$ cat src/rtl/keypad_pkg.sv
// Shared types, defaults and small helpers for the 4x4 keypad scanner.
package keypad_pkg;

    // Default dwell per column (1 ms at 27 MHz) and debounce depth.
    localparam int DEFAULT_SCAN_DIV       = 27000;
    localparam int DEFAULT_DEBOUNCE_SCANS = 4;

    // Key code is {row_idx[1:0], col_idx[1:0]}.
    localparam int KEY_CODE_W = 4;

    // Width of the debounce/release counters (holds up to 15).
    localparam int CNT_W = 4;

    // Scanner FSM states.
    typedef enum logic [1:0] {
        ST_SCAN     = 2'd0,
        ST_DEBOUNCE = 2'd1,
        ST_HOLD     = 2'd2,
        ST_RELEASE  = 2'd3
    } scan_state_e;

    // Index of the lowest-numbered row that reads low (rows are active-low).
    function automatic logic [1:0] lowest_low_row(input logic [3:0] rows);
        logic [1:0] idx;
        idx = 2'd0;
        for (int i = 3; i >= 0; i--) begin
            if (!rows[i]) begin
                idx = 2'(i);
            end
        end
        return idx;
    endfunction

    // One-hot active-low column drive for a column index.
    function automatic logic [3:0] col_drive(input logic [1:0] idx);
        return ~(4'b0001 << idx);
    endfunction

    // Increment that sticks at the limit instead of wrapping.
    function automatic logic [CNT_W-1:0] sat_inc(input logic [CNT_W-1:0] cnt,
                                                 input logic [CNT_W-1:0] limit);
        return (cnt >= limit) ? limit : cnt + 4'd1;
    endfunction

endpackage

$ cat src/rtl/keypad_scanner_if.sv
// Keypad pins plus the accepted-key outputs, bundled for the scanner port.
interface keypad_scanner_if;
    import keypad_pkg::*;

    logic [3:0]            row;
    logic [3:0]            col;
    logic [KEY_CODE_W-1:0] key_code;
    logic                  key_valid;
    logic                  key_held;

    // Scanner side: reads rows, drives columns and key results.
    modport master (
        input  row,
        output col,
        output key_code,
        output key_valid,
        output key_held
    );

    // Keypad/consumer side: drives rows, observes everything else.
    modport slave (
        output row,
        input  col,
        input  key_code,
        input  key_valid,
        input  key_held
    );

endinterface

$ cat src/rtl/row_sync.sv
// Two-flop synchronizer for the asynchronous, pulled-up keypad rows.
module row_sync #(
    parameter int WIDTH = 4
) (
    input  logic             clk,
    input  logic             rst,
    input  logic [WIDTH-1:0] din,
    output logic [WIDTH-1:0] dout
);

    logic [WIDTH-1:0] stage1;
    logic [WIDTH-1:0] stage2;

    // Resets to all ones so an idle (released) keypad is seen right after reset.
    always_ff @(posedge clk) begin
        if (rst) begin
            stage1 <= '1;
            stage2 <= '1;
        end else begin
            stage1 <= din;
            stage2 <= stage1;
        end
    end

    assign dout = stage2;

endmodule

$ cat src/rtl/keypad_scanner.sv
// 4x4 matrix keypad scanner: column scan, press/release debounce, key report.
module keypad_scanner
    import keypad_pkg::*;
#(
    parameter int SCAN_DIV       = DEFAULT_SCAN_DIV,
    parameter int DEBOUNCE_SCANS = DEFAULT_DEBOUNCE_SCANS
) (
    input logic               clk,
    input logic               rst,
    keypad_scanner_if.master  bus
);

    localparam logic [1:0] SCAN     = ST_SCAN;
    localparam logic [1:0] DEBOUNCE = ST_DEBOUNCE;
    localparam logic [1:0] HOLD     = ST_HOLD;
    localparam logic [1:0] RELEASE  = ST_RELEASE;

    localparam logic [15:0]      DIV_LAST   = 16'(SCAN_DIV - 1);
    localparam logic [CNT_W-1:0] DEB_TARGET = CNT_W'(DEBOUNCE_SCANS);

    logic [3:0]            rs;
    logic [15:0]           div_cnt;
    logic                  sp;
    logic [1:0]            state;
    logic [1:0]            col_idx;
    logic [1:0]            row_idx;
    logic [CNT_W-1:0]      match_cnt;
    logic [CNT_W-1:0]      rel_cnt;
    logic [KEY_CODE_W-1:0] key_code_q;
    logic                  key_valid_q;
    logic                  key_held_q;
    logic                  row_up;

    row_sync #(
        .WIDTH (4)
    ) u_row_sync (
        .clk  (clk),
        .rst  (rst),
        .din  (bus.row),
        .dout (rs)
    );

    // The last dwell count is the sample point where all row decisions happen.
    assign sp = (div_cnt == DIV_LAST);

    // The latched row reads high (released) on the synchronized rows.
    assign row_up = rs[row_idx];

    // Free-running dwell counter; it never stops so sample points stay periodic in every state.
    always_ff @(posedge clk) begin
        if (rst) begin
            div_cnt <= 16'd0;
        end else if (sp) begin
            div_cnt <= 16'd0;
        end else begin
            div_cnt <= div_cnt + 16'd1;
        end
    end

    // Scan/debounce/hold/release sequencing; col_idx doubles as the latched column.
    always_ff @(posedge clk) begin
        if (rst) begin
            state       <= SCAN;
            col_idx     <= 2'd0;
            row_idx     <= 2'd0;
            match_cnt   <= '0;
            rel_cnt     <= '0;
            key_code_q  <= '0;
            key_valid_q <= 1'b0;
            key_held_q  <= 1'b0;
        end else begin
            key_valid_q <= 1'b0;
            case (state)
                SCAN: begin
                    if (sp) begin
                        if (rs != 4'hF) begin
                            row_idx   <= lowest_low_row(rs);
                            match_cnt <= CNT_W'(1);
                            state     <= DEBOUNCE;
                        end else begin
                            col_idx <= col_idx + 2'd1;
                        end
                    end
                end
                DEBOUNCE: begin
                    if (match_cnt >= DEB_TARGET) begin
                        key_code_q  <= {row_idx, col_idx};
                        key_valid_q <= 1'b1;
                        key_held_q  <= 1'b1;
                        match_cnt   <= '0;
                        state       <= HOLD;
                    end else if (sp) begin
                        if (!row_up) begin
                            match_cnt <= sat_inc(match_cnt, DEB_TARGET);
                        end else begin
                            match_cnt <= '0;
                            col_idx   <= col_idx + 2'd1;
                            state     <= SCAN;
                        end
                    end
                end
                HOLD: begin
                    if (sp && row_up) begin
                        rel_cnt <= CNT_W'(1);
                        state   <= RELEASE;
                    end
                end
                RELEASE: begin
                    if (rel_cnt >= DEB_TARGET) begin
                        key_held_q <= 1'b0;
                        rel_cnt    <= '0;
                        col_idx    <= col_idx + 2'd1;
                        state      <= SCAN;
                    end else if (sp) begin
                        if (row_up) begin
                            rel_cnt <= sat_inc(rel_cnt, DEB_TARGET);
                        end else begin
                            rel_cnt <= '0;
                            state   <= HOLD;
                        end
                    end
                end
                default: begin
                    state <= SCAN;
                end
            endcase
        end
    end

    assign bus.col       = col_drive(col_idx);
    assign bus.key_code  = key_code_q;
    assign bus.key_valid = key_valid_q;
    assign bus.key_held  = key_held_q;

endmodule

$ cat src/flat_wrapper.sv
// flat-port wrapper written by rule: the top's interface ports become plain ports
module keypad_scanner_flat import keypad_pkg::*;
#(
    parameter int SCAN_DIV       = DEFAULT_SCAN_DIV,
    parameter int DEBOUNCE_SCANS = DEFAULT_DEBOUNCE_SCANS
)
  (clk, rst, bus_row, bus_col, bus_key_code, bus_key_valid, bus_key_held);
  keypad_scanner_if bus_i ();
  input logic clk;
  input logic rst;
  input wire logic [$bits(bus_i.row)-1:0] bus_row;
  output wire logic [$bits(bus_i.col)-1:0] bus_col;
  output wire logic [$bits(bus_i.key_code)-1:0] bus_key_code;
  output wire logic [$bits(bus_i.key_valid)-1:0] bus_key_valid;
  output wire logic [$bits(bus_i.key_held)-1:0] bus_key_held;
  assign bus_i.row = bus_row;
  assign bus_col = bus_i.col;
  assign bus_key_code = bus_i.key_code;
  assign bus_key_valid = bus_i.key_valid;
  assign bus_key_held = bus_i.key_held;
  keypad_scanner #(.SCAN_DIV(SCAN_DIV), .DEBOUNCE_SCANS(DEBOUNCE_SCANS)) u_core (.clk(clk), .rst(rst), .bus(bus_i));
endmodule
$ cat config.mk
export PLATFORM = sky130hd
export DESIGN_NAME = keypad_scanner_flat
export DESIGN_NICKNAME = d
export VERILOG_FILES = /design/src/rtl/keypad_pkg.sv /design/src/rtl/keypad_scanner_if.sv /design/src/rtl/row_sync.sv /design/src/rtl/keypad_scanner.sv /design/src/flat_wrapper.sv
export SDC_FILE = /design/constraint.sdc
export NUM_CORES = 1
export LEC_CHECK = 0
export BUFFER_PORTS_ARGS = -buffer_cell sky130_fd_sc_hd__buf_2
export CORE_MARGIN = 10
export CORE_UTILIZATION = 52
export DETAILED_ROUTE_END_ITERATION = 8
export PLACE_DENSITY = 0.7
export SLEW_MARGIN = 30
export SYNTH_ARGS = -nofsm -noshare
export SYNTH_HDL_FRONTEND = slang
export SYNTH_SLANG_ARGS = --single-unit
$ cat constraint.sdc
create_clock -name clk -period 1.9 [get_ports clk]
set_clock_uncertainty 0.15 [all_clocks]
set_input_delay 0.38 -clock clk [delete_from_list [all_inputs] [get_ports clk]]
set_output_delay 0.38 -clock clk [all_outputs]
set_load 0.005 [all_outputs]
### After elaboration in Yosys (flattened, before gate mapping)

Cells that the tools add are included.

* shift operators: 1
* order comparisons: 3
* reduce and logical (&&, ||, !) cells: 15
* mux-type cells: 38
* bitwise gates (word level): 2
* equality and inequality tests: 18
* add/subtract/negate cells: 4

Operator list (number)
* $mux W2: 19
* $mux W4: 9
* $add A16 B1 Y16 const B: 1
* $eq A16 B15 Y1 const B: 1
* $pmux W4 S2: 2
* $ne A2 B1 Y1 const B: 7
* $reduce_and A7 Y1: 2
* $ne A3 B1 Y1 const B: 3
* $reduce_and A3 Y1: 3
* $add A4 B1 Y4 const B: 2
* $ge A4 B3 Y1 const B: 2
* $pmux W2 S4: 1
* $pmux W2 S3: 1
* $reduce_bool A2 Y1: 3
* $eq A2 B2 Y1 const B: 2
* $mux W1: 4
* $ne A2 B2 Y1 const B: 2
* $ne A4 B4 Y1 const B: 1
* $not A4 Y4: 1
* $reduce_and A4 Y1: 1
* $reduce_or A2 Y1: 2
* $shl A1 B2 Y4 const A: 1
* $lt A2 B3 Y1 const B: 1
* $ne A3 B3 Y1 const B: 1
* 9 further kinds: 9

* input bits: 6
* register bits: 44
* output and inout port bits: 10
* logic and storage cells: 92

### Logic depth before layout (Yosys ltp)

Gate-level depths: netlist (run 1).

* depth in word-level cells: 6
* mapped depth: 7
* mapped depth without buffers: 6

### Cells and area by module

Synthesis (run 1) repeated with hierarchy kept, for this count alone.

* cells, all modules: 210
* area total of the unflattened synthesis: 1988.2 um2

Modules (own cells, without submodules)
* keypad_scanner: area each 1778.0 um2, seq. area each 720.7 um2, times used 1, cells an instance 194
* row_sync: area each 210.2 um2, seq. area each 160.2 um2, times used 1, cells an instance 16

### Worst setup path after synthesis (run 1)

OpenSTA, ideal clock, no wires.

* path type: register to register
* from: reg u_core.div_cnt[0]
* to: reg u_core.col_idx[0]
* slack: -0.043 ns
* data required time: 1.627 ns
* cell stages (with the launch flop): 8
* path buffers: 1
* arrival: 1.669 ns
* period minus slack after synthesis: 1.943 ns
* setup time: 0.123 ns
* cells stage by stage: dfxtp_1 -> ha_1 -> and4_1 -> and4_1 -> buf_6 -> a31oi_1 -> a221oi_2 -> mux2_1

* word-level cells in the longest chain between the ends: 3
* elaborated cells on any way between the ends: 4
* those cells by class: eq/ne: 3; reduce/logical: 1

RTL lines
* from (decl): RTL line keypad_scanner.sv:22 `logic [15:0] div_cnt;`
* from (signal assigned): RTL line keypad_scanner.sv:56 `div_cnt <= div_cnt + 16'd1;`
* $eq A16 B15 Y1 *: RTL line keypad_scanner.sv:44 `assign sp = (div_cnt == DIV_LAST);`
* $ne A2 B1 Y1 (no source line)
* $reduce_and A7 Y1 (no source line) *
* to (signal assigned): RTL line keypad_scanner.sv:81 `col_idx <= col_idx + 2'd1;`
* to (signal assigned): RTL line keypad_scanner.sv:97 `col_idx <= col_idx + 2'd1;`
* to (signal assigned): RTL line keypad_scanner.sv:112 `col_idx <= col_idx + 2'd1;`
* to (decl): RTL line keypad_scanner.sv:25 `logic [1:0] col_idx;`

Mark *: on every way between the ends. The rest lies on a longest branch, timed or not.
A chain may end at the register's enable or synchronous reset.

### Final worst setup path (run 1)

* from: reg u_core.div_cnt[1]
* to: reg u_core.state[0]

* word-level cells in the longest chain between the ends: 4
* elaborated cells on any way between the ends: 7
* those cells by class: eq/ne: 5; reduce/logical: 2

RTL lines
* $eq A16 B15 Y1 *: RTL line keypad_scanner.sv:44
* $logic_and A1 B1 Y1: RTL line keypad_scanner.sv:103 `if (sp && row_up) begin`
* $ne A2 B1 Y1 (no source line)
* $reduce_and A7 Y1 (no source line) *
* to (signal assigned): RTL line keypad_scanner.sv:98 `state <= SCAN;`
* to (signal assigned): RTL line keypad_scanner.sv:105 `state <= RELEASE;`
* to (signal assigned): RTL line keypad_scanner.sv:113 `state <= SCAN;`
* to (decl): RTL line keypad_scanner.sv:24 `logic [1:0] state;`

Marks and branches as above.

==> run_results.csv, run 1 <==
group,metric,value,unit
logic_synthesis,synth_top_area_frac,0.452,
cells_and_area,syn_to_final_growth,20.2,%
floorplanning,core_area,3630,um2
cells_and_area,drive_above_1_share,0.264,
worst_setup_path,reg2regPathDepth,7,
placed_design,dp_cells,281,
floorplanning,ios,16,
cts,clock-root-buffer,"clkbuf_8",
logic_synthesis,synth_nets,226,
cts,h-tree-depth,2,
worst_setup_path,cp.required,2.00,ns
placed_design,io_buffer_count,15,
timing,relSlewSlack,0.766,
grt,antenna_found_initial,0,
routing,drcViolationCount,0,
timing,min_period,1.84,ns
min_path,min-delay-start,"bus_row[0]",
timing,worstMarginPinSlew,0.348,ns
timing,rsz0062_at_grt,"true",
cells_and_area,regArea,886,um2
routing,antenna_left,0,
worst_setup_path,r2r_end,"u_core.state[0]",
routing,wire_per_inst,12.4,um
timing,min_period_over_period,0.971,
cts,cts.clk_slew.worst_paths,0.09,ns
worst_setup_path,crit_type,"reg2reg",
timing,hold_violations,0,
grt,grt_max_degree,23,
logic_synthesis,yosysUniqueCellTypes,41,
logic_synthesis,syn_inst,213,
logic_synthesis,ys_warn_count,0,
logic_synthesis,synth_edf_count,0,
min_path,hold_path.class,"in2reg",
grt,grt_pass1_wl,6040,um
routing,dr.first_iter.drc_count,79,
cells_and_area,multiInputGateArea,1040,um2
grt,grt_overflow_total,0,
timing,slew_viol_final,0,
cts,tritoncts,"built",
worst_setup_path,r2r_slack,0.06,ns
placed_design,gp_congestion,0.776,
floorplanning,initial_core_util,0.536,
grt,grt_pass1_vias,1355,
logic_synthesis,yosysTopAreaCell,"dfxtp_1",
worst_setup_path,crit_arrival,1.94,ns
cells_and_area,layout.cells.non_filler,290,
logic_synthesis,synth_ff_type,"dfxtp_1",
logic_synthesis,syn_avg_cell_area,9.15,um2
cells_and_area,fill_cells,308,
pwr,powerDensity,746,nW/um2
floorplanning,fp.dieH,81.2,um
placed_design,place_hpwl,2690,um
logic_synthesis,synthArstFlopShare,0,
logic_synthesis,ys_ff_latch,44,
worst_setup_path,end_kind,"register",
cts,worstSkewPairLatency,0.30,ns
cells_and_area,nets,254,
pwr,power.leakage,0.000891,uW
floorplanning,chipWidth,81.2,um
routing,routed_wl,3590,um
cts,clock_sinks,44,
cts,cts-buffers-inserted,5,
worst_setup_path,rr_startpoint,"u_core.div_cnt[1]",
min_path,hold_depth,2,
job,drv_cap,0,
cells_and_area,n_antenna_cell,0,
floorplanning,fp.dieArea,6590,um2
cts,clock_path_buffers,2,
logic_synthesis,netlist_area,1950,um2
min_path,min_to,"u_core.u_row_sync.stage1[0]",
floorplanning,rows,22,
routing,routed-via-count,1486,
timing,finalSetupViolCount,0,
timing,whs,0.105,ns
outcome,status,"completed",
routing,via_per_inst,5.12,
grt,grt_usage,0.117,
logic_synthesis,ys_seq_area_frac,0.452,
worst_setup_path,critical_path.max_fanout,8,
worst_setup_path,start_kind,"register",
timing,max_freq,0.542,GHz
pwr,irDropWorstVdd,0.535,mV
routing,drt-pass1-iter-count,4,
logic_synthesis,synthTopCellsByArea,"dfxtp_1 45%, nor2_1 6.0%, ha_1 4.5%",
==> repair_timing <==
action                                  CTS  global route
resized for setup                         1            12
hold buffers                              0             0
hold endpoints to repair                  0             0
pin swaps                                 0             3
endpoints found under the setup margin    1             9
buffers inserted                          0             1
gates cloned                              0             0
==> cells in the mapped netlist (3+ instances only) <==
cell and count:
or2_2 9, and3_1 4, inv_1 9, o21ai_0 4, clkbuf_1 7, xnor2_1 8
mux2i_1 8, nand4_1 3, xor2_1 4, nand2b_1 11, a21oi_1 9, nand3_1 9
nor3_1 4, dfxtp_1 44, nor2_1 31, nand2_1 12, ha_1 7
==> flip-flops by register name, indices dropped and copies added (netlist names) <==
register                  cells
u_core.u_row_sync.dout        4
u_core.rel_cnt                4
u_core.match_cnt              4
u_core.bus.key_code           4
u_core.col_idx                2
u_core.u_row_sync.stage1      4
u_core.row_idx                2
u_core.bus.key_held           1
u_core.div_cnt               16
u_core.bus.key_valid          1
u_core.state                  2
==> per-layer routing <==
| metal | part of all wire | global-route usage | routed length [um] |
|---|---|---|---|
| met5 | 0 | 0 | 0 |
| met1 | 0.46 | 0.130 | 1660 |
| met3 | 0.048 | 0.0408 | 172 |
| met4 | 0.026 | 0.0571 | 92 |
| met2 | 0.46 | 0.197 | 1670 |
==> worst max-delay path by stage <==
stage / startpoint / end / slack [ns]
after floorplan: u_core.div_cnt[1] / u_core.col_idx[0] / 0.0006
after global placement: u_core.div_cnt[1] / u_core.state[0] / 0.06
after detailed placement: u_core.div_cnt[1] / u_core.state[0] / 0.02
after CTS: u_core.div_cnt[10] / u_core.state[0] / 0.006
after global routing: u_core.div_cnt[1] / u_core.col_idx[0] / -0.02
final: u_core.div_cnt[1] / u_core.state[0] / 0.06
==> placed cells by master (no fill, tap or decap), drive strengths merged, types with 2 or more instances in the layout <==
cell type / synthesis / routed
buf: 2 / 30
a21oi: 9 / 9
nand3: 9 / 9
nor4b: 2 / 2
nor3: 4 / 4
and3: 4 / 4
and4: 2 / 2
nand2: 12 / 12
nor3b: 2 / 2
mux2i: 8 / 8
ha: 7 / 7
nand2b: 11 / 11
nor4: 2 / 2
or3: 2 / 2
o21ai: 4 / 4
nand4: 3 / 3
a211oi: 2 / 2
inv: 9 / 10
a21boi: 2 / 2
a31oi: 2 / 2
xnor2: 8 / 8
clkbuf: 7 / 5
nor2: 31 / 31
dfxtp: 44 / 44
xor2: 4 / 4
or2: 10 / 10
==> area by class of cell <==
| class | instances | share of cell area |
|---|---|---|
| inverters | 9 | 0.0144 |
| clock buffers | 5 | 0.0294 |
| clock inverters | 3 | 0.0198 |
| repair buffers | 30 | 0.0871 |
| multi-input cells | 151 | 0.446 |
| flip-flops and latches | 44 | 0.378 |
| well taps | 48 | 0.0256 |
==> metrics by stage <==
step / worst slack [ns] / total power [uW] / util / TNS (ns) / area [um2]
after global routing: -0.0177 / 1810 / 0.645 / -0.0415 / 2340
after global placement: 0.0636 / 1030 / 0.598 / 0 / 2170
final: 0.0560 / 1750 / 0.645 / 0 / 2340
after detailed placement: 0.0244 / 1030 / 0.598 / 0 / 2170
after CTS: 0.00610 / 1760 / 0.630 / 0 / 2290
after floorplan: 0.000620 / 1010 / - / 0 / 1960
==> power by group <==
part	switching [uW]	internal (uW)
sequential	7.99	935
clock	340	396
combinational	34.8	33.2
total	383	1360
==> cells by family (layout without fill, tap and decap cells) <==
| family | Yosys count | count (layout) | share of synthesized area |
|---|---|---|---|
| compound gates | 27 | 27 | 0.0970 |
| simple gates | 95 | 95 | 0.254 |
| xor+xnor | 12 | 12 | 0.0539 |
| fa+ha+maj | 7 | 7 | 0.0450 |
| mux | 10 | 10 | 0.0584 |
| flops | 44 | 44 | 0.452 |
| buf+inv | 18 | 47 | 0.0392 |
==> critical path, stage by stage, from the launching register on <==
cell,delay [ns]
dfxtp_2,0.35
ha_4,0.13
and4_4,0.22
and4_4,0.22
buf_6,0.13
a211oi_2,0.07
a2111o_1,0.39
a21oi_2,0.13
No activity file was read; power rests on OpenSTA's default activity.
==> run 2, diff against run 1 <==
--- a/config.mk
+++ b/config.mk
@@ -7,7 +7,7 @@
 export LEC_CHECK = 0
 export BUFFER_PORTS_ARGS = -buffer_cell sky130_fd_sc_hd__buf_2
 export CORE_MARGIN = 10
-export CORE_UTILIZATION = 52
+export CORE_UTILIZATION = 55
 export DETAILED_ROUTE_END_ITERATION = 8
 export PLACE_DENSITY = 0.7
 export SLEW_MARGIN = 30
==> constraint.sdc (replaced) <==
create_clock -name clk -period 1.8 [get_ports clk]
set_clock_uncertainty 0.15 [all_clocks]
set_input_delay 0.36 -clock clk [delete_from_list [all_inputs] [get_ports clk]]
set_output_delay 0.36 -clock clk [all_outputs]
set_load 0.005 [all_outputs]
==> run_results.csv, run 2 (same netlist as run 1, synthesis figures left out) <==
group,metric,value,unit
outcome,status,"complete, but fails checks",
outcome,violations,"setup timing",
cells_and_area,layout_common_cells,"38 x dfxtp_1, 31 x nor2_1, 29 x buf_4",
cells_and_area,drive_above_1_share,0.329,
pwr,finalPower,1750,uW
cells_and_area,layout_commonest_cell,"dfxtp_1",
grt,grt_usage,0.133,
placed_design,io_buffer_count,15,
grt,grt_overflow_total,0,
timing,worstMarginPinSlew,0.403,ns
routing,dr.first_iter.drc_count,121,
cts,cts-buffers-inserted,5,
cells_and_area,syn_to_final_growth,26.3,%
floorplanning,core_area,3390,um2
routing,via_per_inst,5.33,
timing,finalSetupViolCount,5,
routing,routed_wl,4240,um
placed_design,gp_congestion,0.883,
worst_setup_path,crit_start,"u_core.div_cnt[15]",
worst_setup_path,path_buf_inv,0,
worst_setup_path,r2r_slack,-0.06,ns
routing,routed-via-count,1621,
routing,drt-pass1-iter-count,4,
floorplanning,initial_core_util,0.575,
worst_setup_path,start_kind,"register",
worst_setup_path,crit_arrival,1.96,ns
placed_design,dp_cells,291,
timing,whs,0.0331,ns
worst_setup_path,critical_path.max_fanout,2,
worst_setup_path,reg2regPathDepth,5,
cts,clock_path_buffers,2,
worst_setup_path,critPathSlowestCell,"dfxtp_4",
worst_setup_path,critical_path.max_stage_delay,0.37,ns
placed_design,dpl_worst_slack,-0.0879,ns
grt,grt_pass1_wl,6930,um
cells_and_area,nets,270,
floorplanning,chipWidth,79.5,um
timing,hold_violations,0,
pwr,irDropWorstVdd,0.562,mV
timing,max_freq,0.537,GHz
routing,antenna_left,0,
timing,slew_viol_final,0,
placed_design,placed_cell_area,2260,um2
worst_setup_path,cp.required,1.90,ns
worst_setup_path,rr_startpoint,"u_core.div_cnt[15]",
timing,min_period_over_period,1.03,
cells_and_area,largest_reg_flops,16,
worst_setup_path,cp.depth,5,
cts,worstSkewPairLatency,0.35,ns
worst_setup_path,crit_family,"simple AND/OR/NAND/NOR gates",
floorplanning,fp.dieArea,6320,um2
timing,relSlewSlack,0.731,
pwr,power.leakage,0.000973,uW
cts,clock_sinks,44,
floorplanning,rows,21,
worst_setup_path,end_kind,"register",
cts,clock-root-buffer,"clkbuf_4",
routing,drcViolationCount,0,
timing,fin_ws,-0.0607,ns
grt,grt_pass1_vias,1574,
cts,h-tree-depth,2,
cts,cts.clk_slew.worst_paths,0.12,ns
grt,grt_max_degree,27,
min_path,hold_path.class,"in2reg",
floorplanning,fp.dieH,79.5,um
cells_and_area,n_antenna_cell,0,
worst_setup_path,r2r_end,"u_core.col_idx[0]",
cells_and_area,finish.instance_area,2460,um2
grt,antenna_found_initial,0,
cells_and_area,largest-register,"u_core.div_cnt",
timing,min_period,1.86,ns
placed_design,place_hpwl,2880,um
cts,tritoncts,"built",
worst_setup_path,crit_type,"reg2reg",
job,drv_cap,0,
worst_setup_path,crit_path_end,"u_core.col_idx[0]",
cells_and_area,layout.cells.non_filler,304,
floorplanning,ios,16,
routing,wire_per_inst,13.9,um
pwr,powerDensity,711,nW/um2
timing,rsz0062_at_grt,"true",
worst_setup_path,path_cells,"nor4b_4, and4_4, a31oi_1, a221oi_2, mux2_1",
-- run 2: area by class of cell --
cell class | count | area, um2
Clock inverter | 1 | 30.0
Fill cell | 264 | 930
Multi-Input combinational cell | 151 | 1060
Inverter | 9 | 33.8
Clock buffer | 7 | 65.1
Sequential cell | 44 | 891
Tap cell | 46 | 57.6
Timing Repair Buffer | 46 | 324
-- run 2: routing by layer --
layer,GRT usage,up-vias,share of wire
li1,-,814,-
met1,0.154,773,0.46
met2,0.226,30,0.51
met3,0.0450,4,0.029
met4,0.0394,0,0.0080
met5,0,-,0
-- run 2: how the worst min path moves through the flow --
stage                                      from                     endpoint  cells past startpoint
detailed placement  u_core.u_row_sync.stage1[1]    u_core.u_row_sync.dout[1]                      1
global route                         bus_row[3]  u_core.u_row_sync.stage1[3]                      2
global placement    u_core.u_row_sync.stage1[0]    u_core.u_row_sync.dout[0]                      1
floorplan           u_core.u_row_sync.stage1[0]    u_core.u_row_sync.dout[0]                      1
CTS                                  bus_row[1]  u_core.u_row_sync.stage1[1]                      2
finish                               bus_row[1]  u_core.u_row_sync.stage1[1]                      2
-- run 2: metrics by stage --
stage | util | setup TNS, ns
3_5_place_dp | 0.667 | -0.262
5_1_grt | 0.726 | -1.17
2_1_floorplan | - | -0.0699
4_1_cts | 0.712 | -0.156
3_3_place_gp | 0.667 | -0.0477
6_report | 0.726 | -0.139
-- run 2: timing repair --
action / 4_1_cts / 5_1_grt
resized for setup: 11 / 7
endpoints found under the setup margin: 7 / 18
hold buffers: 0 / 0
pin swaps: 7 / 9
setup buffers: 2 / 3
-- run 2: report_power, final --
group | switching (uW) | internal (uW)
sequential | 8.29 | 987
clock | 308 | 369
combinational | 39.5 | 37.1
total | 356 | 1390
